File: config.mk
export PLATFORM = sky130hd
export DESIGN_NAME = sdram_cpu_slot_arbiter
export DESIGN_NICKNAME = d
export VERILOG_FILES = /design/src/rtl/sdram_cpu_slot_arbiter.sv
export SDC_FILE = /design/constraint.sdc
export NUM_CORES = 1
export LEC_CHECK = 0
export CAP_MARGIN = 25
export CORE_ASPECT_RATIO = 1.5
export CORE_UTILIZATION = 44
export DETAILED_ROUTE_END_ITERATION = 16
export PLACE_DENSITY = 0.93
export SYNTH_ARGS = -nofsm -noshare
export SYNTH_HDL_FRONTEND = slang
export SYNTH_SLANG_ARGS = --single-unit
File: constraint.sdc
create_clock -name clk -period 4.4 [get_ports clk]
set_input_delay 0.88 -clock clk [delete_from_list [all_inputs] [get_ports clk]]
set_output_delay 0.88 -clock clk [all_outputs]
set_load 0.05 [all_outputs]
File: src/rtl/sdram_cpu_slot_arbiter.sv
// Shares the SDRAM controller's single per-frame CPU access slot between N_REQ
// requesters, round-robin, tracking the controller's 24-cycle frame.
module sdram_cpu_slot_arbiter #(
  parameter int ADDR_DEPTH  = 23,
  parameter int N_REQ       = 3,
  parameter int LATCH_CYCLE = 23,
  parameter int DATA_CYCLE  = 8
) (
  input  logic                        clk,
  input  logic                        rst_n,
  input  logic                        sync,
  input  logic                        ram_rdy,
  input  logic [N_REQ-1:0]            req,
  input  logic [N_REQ-1:0]            we,
  input  logic [N_REQ*ADDR_DEPTH-1:0] addr,
  input  logic [N_REQ*8-1:0]          wdata,
  output logic [N_REQ-1:0]            gnt,
  output logic [N_REQ-1:0]            done,
  output logic [7:0]                  rdata,
  output logic [ADDR_DEPTH-1:0]       cpu_addr,
  output logic [7:0]                  cpu_data_wr,
  output logic                        cpu_rd,
  output logic                        cpu_wr,
  input  logic [7:0]                  cpu_data_rd
);

  localparam int IDX_W = (N_REQ > 1) ? $clog2(N_REQ) : 1;
  localparam logic [4:0] FC_LAST = 5'd23;
  localparam logic [4:0] ARB_FC  = 5'(LATCH_CYCLE - 1);
  localparam logic [4:0] DATA_FC = 5'(DATA_CYCLE);
  localparam logic [IDX_W:0] NREQ_W = (IDX_W + 1)'(N_REQ);
  localparam logic [N_REQ-1:0] ONE_HOT0 = {{(N_REQ - 1){1'b0}}, 1'b1};

  typedef enum logic [1:0] {ST_IDLE, ST_ISSUE, ST_WAIT, ST_DONE} state_t;

  state_t state_q, state_d;
  logic [4:0] fc_q, fc_d;
  logic [IDX_W-1:0] ptr_q, ptr_d;
  logic [IDX_W-1:0] win_q, win_d;
  logic is_wr_q, is_wr_d;
  logic [N_REQ-1:0] gnt_q, gnt_d;
  logic [N_REQ-1:0] done_q, done_d;
  logic [7:0] rdata_q, rdata_d;
  logic [ADDR_DEPTH-1:0] cpu_addr_q, cpu_addr_d;
  logic [7:0] cpu_data_wr_q, cpu_data_wr_d;
  logic cpu_rd_q, cpu_rd_d;
  logic cpu_wr_q, cpu_wr_d;

  logic [2*N_REQ-1:0] req_dbl_s;
  logic [N_REQ-1:0] req_rot_s;
  logic [IDX_W-1:0] win_s;

  function automatic logic [IDX_W-1:0] wrap_idx(input logic [IDX_W:0] sum);
    logic [IDX_W:0] r;
    if (sum >= NREQ_W) begin
      r = sum - NREQ_W;
    end else begin
      r = sum;
    end
    return r[IDX_W-1:0];
  endfunction

  // Frame counter mirroring the controller's own.
  always_comb begin
    fc_d = fc_q;
    if (sync) begin
      fc_d = 5'd0;
    end else if (fc_q == FC_LAST) begin
      fc_d = 5'd0;
    end else begin
      fc_d = fc_q + 5'd1;
    end
  end

  // Round-robin pick: rotate so the pointer sits at bit 0, lowest set bit wins.
  always_comb begin
    req_dbl_s = {req, req};
    req_rot_s = req_dbl_s[ptr_q +: N_REQ];
    win_s     = '0;
    for (int j = N_REQ - 1; j >= 0; j--) begin
      if (req_rot_s[j]) begin
        win_s = wrap_idx({1'b0, ptr_q} + (IDX_W + 1)'(j));
      end else begin
        win_s = win_s;
      end
    end
  end

  // Transaction FSM: next state and next values of all registered outputs.
  always_comb begin
    state_d       = state_q;
    ptr_d         = ptr_q;
    win_d         = win_q;
    is_wr_d       = is_wr_q;
    gnt_d         = gnt_q;
    done_d        = '0;
    rdata_d       = rdata_q;
    cpu_addr_d    = cpu_addr_q;
    cpu_data_wr_d = cpu_data_wr_q;
    cpu_rd_d      = 1'b0;
    cpu_wr_d      = 1'b0;
    case (state_q)
      ST_IDLE: begin
        if ((fc_q == ARB_FC) && !sync && ram_rdy && (|req)) begin
          win_d         = win_s;
          is_wr_d       = we[win_s];
          gnt_d         = ONE_HOT0 << win_s;
          cpu_addr_d    = addr[win_s*ADDR_DEPTH +: ADDR_DEPTH];
          cpu_data_wr_d = wdata[win_s*8 +: 8];
          cpu_rd_d      = ~we[win_s];
          cpu_wr_d      = we[win_s];
          state_d       = ST_ISSUE;
        end else begin
          state_d = ST_IDLE;
        end
      end
      ST_ISSUE: begin
        // The strobe lives only in the latch cycle; a sync here aborts the slot.
        if (sync) begin
          gnt_d   = '0;
          state_d = ST_IDLE;
        end else begin
          state_d = ST_WAIT;
        end
      end
      ST_WAIT: begin
        if (sync) begin
          gnt_d   = '0;
          state_d = ST_IDLE;
        end else if (fc_q == DATA_FC) begin
          done_d  = gnt_q;
          state_d = ST_DONE;
          if (!is_wr_q) begin
            rdata_d = cpu_data_rd;
          end else begin
            rdata_d = rdata_q;
          end
        end else begin
          state_d = ST_WAIT;
        end
      end
      ST_DONE: begin
        gnt_d   = '0;
        ptr_d   = wrap_idx({1'b0, win_q} + (IDX_W + 1)'(1));
        state_d = ST_IDLE;
      end
      default: begin
        gnt_d   = '0;
        state_d = ST_IDLE;
      end
    endcase
  end

  // State and output registers.
  always_ff @(posedge clk or negedge rst_n) begin
    if (!rst_n) begin
      state_q       <= ST_IDLE;
      fc_q          <= 5'd0;
      ptr_q         <= '0;
      win_q         <= '0;
      is_wr_q       <= 1'b0;
      gnt_q         <= '0;
      done_q        <= '0;
      rdata_q       <= 8'd0;
      cpu_addr_q    <= '0;
      cpu_data_wr_q <= 8'd0;
      cpu_rd_q      <= 1'b0;
      cpu_wr_q      <= 1'b0;
    end else begin
      state_q       <= state_d;
      fc_q          <= fc_d;
      ptr_q         <= ptr_d;
      win_q         <= win_d;
      is_wr_q       <= is_wr_d;
      gnt_q         <= gnt_d;
      done_q        <= done_d;
      rdata_q       <= rdata_d;
      cpu_addr_q    <= cpu_addr_d;
      cpu_data_wr_q <= cpu_data_wr_d;
      cpu_rd_q      <= cpu_rd_d;
      cpu_wr_q      <= cpu_wr_d;
    end
  end

  assign gnt         = gnt_q;
  assign done        = done_q;
  assign rdata       = rdata_q;
  assign cpu_addr    = cpu_addr_q;
  assign cpu_data_wr = cpu_data_wr_q;
  assign cpu_rd      = cpu_rd_q;
  assign cpu_wr      = cpu_wr_q;

endmodule

==> flow_metrics.env <==
export IMPL_vias=3122
export IMPL_synth_top_family_by_area="compound AO/OA/AOI/OAI gates"
export IMPL_antenna_cells=0
export IMPL_dieArea_um2=7780
export IMPL_synth_distinct_cells=49
export IMPL_grt_max_degree=40
export IMPL_intPower_mw=1.04
export IMPL_utilization=0.704
export IMPL_final_common_cell="clkdlybuf4s50_1"
export IMPL_hp_class="input pin to async pin"
export IMPL_cts_hold_repair_buffers=0
export IMPL_htree_levels=3
export IMPL_area_growth_pct=55.9
export IMPL_post_drt_wl_per_cell_um=16.7
export IMPL_power_density_nw_per_um2=261
export IMPL_cap_violations=0
export IMPL_seq_area_um2=1480
export IMPL_grt_pass1_vias=3287
export IMPL_cp_required_ps=4680
export IMPL_cts_tree="done"
export IMPL_wl_um=9580
export IMPL_syn_nets=439
export IMPL_clock_latency_ps=340
export IMPL_ys_seq_area_frac=0.452
export IMPL_async_flop_share=1.00
export IMPL_nNetsFinal=589
export IMPL_fin_crit_sh=0.744
export IMPL_hpwlAfterDp_um=7140
export IMPL_post_cts_resized=0
export IMPL_clkPwrFrac=0.464
export IMPL_cts_setup_buffers=0
export IMPL_grt_use_total=0.257
export IMPL_cts_path_max_buffers=2
export IMPL_stdcell_count=573
export IMPL_max_slew_margin=0.556
export IMPL_dp_slack_ps=783
export IMPL_first_pass_iters=5
export IMPL_finalHoldViolCount=0
export IMPL_rows=38
export IMPL_status="finished clean"
export IMPL_die_width_um=72.3
export IMPL_finalClockSkew_ps=9.13
export IMPL_dp_cells=557
export IMPL_max_freq_mhz=305
export IMPL_synth_mux_area_frac=0.0590
export IMPL_worstSetupStartpointType="input pin"
export IMPL_multi_input_area_um2=1480
export IMPL_viasPerCell=5.45
export IMPL_grt_first_pass_wirelength_um=15200
export IMPL_initial_core_util=0.452
export IMPL_synth_warnings=0
export IMPL_critPathArrivalTime_ps=3560
export IMPL_ios=158
export IMPL_switching_share=0.218
export IMPL_drt_initial_drc_count=185
export IMPL_worst_slew_pin_slew_ps=664
export IMPL_p_leak_nw=2.27
export IMPL_io_buffer_count=157
export IMPL_synth_compound_area_share=0.245
export IMPL_synth_xor_area_frac=0.00268
export IMPL_pwr_share_seq=0.413
export IMPL_root_buffer="clkbuf_8"
export IMPL_crit_fanout=32
export IMPL_combPwrFrac=0.123
export IMPL_finalWorstSetupSlack_ps=1130
export IMPL_drive_gt1_frac=0.0930
export IMPL_min_period_ps=3270
export IMPL_n_fill_cell=575
export IMPL_grt_setup_unrepaired="false"
export IMPL_drc_errors=0
export IMPL_gp_congestion=0.843
export IMPL_layout_common_cells="clkdlybuf4s50_1, dfrtp_1, inv_1, nand2_1, o31ai_1"
export IMPL_setup_viol=0
export IMPL_yosys_area_share_adder=0.0383
export IMPL_synthCells=318
export IMPL_crit_path_end_kind="flip-flop"
export IMPL_synth_simple_area_share=0.104
export IMPL_overflow=0
export IMPL_syn_area_per_cell_um2=10.3
export IMPL_p_sw_mw=0.289
export IMPL_ir_worst_vdd_mv=0.159
export IMPL_die_h_um=108
export IMPL_slew_viol_final=0
export IMPL_ys_seq_elements=59
export IMPL_synth_edf_count=0
export IMPL_cts_sinks=59
export IMPL_detail_route_antenna_nets=0
export IMPL_clk_pin_slew_ps=70
export IMPL_worstSetupPathType="input pin to flip-flop"
export IMPL_netlist_area_um2=3270
export IMPL_fin_tns_setup_ps=0
export IMPL_fp_coreArea_um2=7230
export IMPL_numCtsBuffers=9
export IMPL_antenna_found_initial=0
export IMPL_synthFlopType="dfrtp_1"
-- synth_stat cells (all sizes together) (2+ instances only) --
library cell	number	area share
a21oi	4	0.0061
a221o	31	0.096
a22o	3	0.0084
a311o	2	0.0061
a311oi	2	0.0054
and2	4	0.0084
and3b	2	0.0054
buf	12	0.033
clkbuf	12	0.020
dfrtp	59	0.45
ha	10	0.038
inv	40	0.046
mux2	10	0.034
mux2i	8	0.025
nand2	37	0.043
nand3	2	0.0031
nor2	11	0.013
nor2b	4	0.0077
nor3	3	0.0061
o211a	2	0.0061
o211ai	2	0.0046
o21ai	6	0.0092
o21bai	2	0.0046
o22ai	2	0.0038
o31ai	31	0.071
or2	2	0.0038
-- through the flow --
stage | hold WS [ps] | power (mW) | instance area [um^2]
finish | 482 | 1.33 | 5090
CTS | 482 | 1.34 | 5090
floorplan | 456 | 0.599 | 3270
global route | 514 | 1.37 | 5090
detailed placement | 495 | 0.723 | 4840
global placement | 481 | 0.718 | 4840
-- flip-flops by register name (all words and copies together) (netlist names) --
signal and count:
ptr_q 2, state_q 2, is_wr_q 1, gnt 3, win_q 2, cpu_addr 23, cpu_rd 1, cpu_data_wr 8
cpu_wr 1, rdata 8, fc_q 5, done 3
-- critical path: stages --
cell             delay (ps)
clkdlybuf4s50_1         670
and3b_1                 220
a311o_1                 350
a311oi_1                440
or2_1                   250
and3b_1                 170
buf_4                   320
a221o_1                 230
-- layer usage --
metal	global-route usage	routed length (um)	up-vias
met5	0	0	-
met4	0.137	300	0
met3	0.0646	531	28
met2	0.465	5240	136
met1	0.265	3500	1497
li1	-	-	1461
-- cells by family (layout without fill, tap and decap cells) --
family / count (synthesis) / in the layout
multiplexers: 18 / 18
buffers and inverters: 64 / 219
flip-flops: 59 / 59
AND/OR/NAND/NOR: 71 / 71
XOR/XNOR: 1 / 1
AO/OA/AOI/OAI: 95 / 95
adder cells (fa/ha/maj): 10 / 10
-- final cells by class --
type,instances,area share
well taps,100,0.0246
inverters,40,0.0295
clock buffers,10,0.0270
multi-input cells,195,0.290
clock inverters,6,0.0221
repair buffers,163,0.317
flip-flops and latches,59,0.290
-- power groups by stage --
stage / Combinational (mW) / Clock, mW / Sequential [mW]
floorplan: 0.0371 / 0 / 0.562
CTS: 0.164 / 0.627 / 0.550
detailed placement: 0.163 / 0 / 0.560
finish: 0.163 / 0.617 / 0.550
global route: 0.175 / 0.650 / 0.550
global placement: 0.159 / 0 / 0.559
-- path summary, 6_finish.rpt --
check	startpoint	endpoint	slack (ps)	cells after the start
hold / removal	rst_n	ptr_q[0]	480	1
setup / recovery	req[2]	cpu_addr[13]	1130	8
min in group clk	rdata[4]	rdata[4]	510	1
max in group asynchronous	rst_n	gnt[1]	3060	2
setup reg to reg	ptr_q[0]	cpu_addr[13]	1410	9
hold reg to reg	rdata[4]	rdata[4]	510	1
Note: power is estimated with default switching activity, not from simulation.
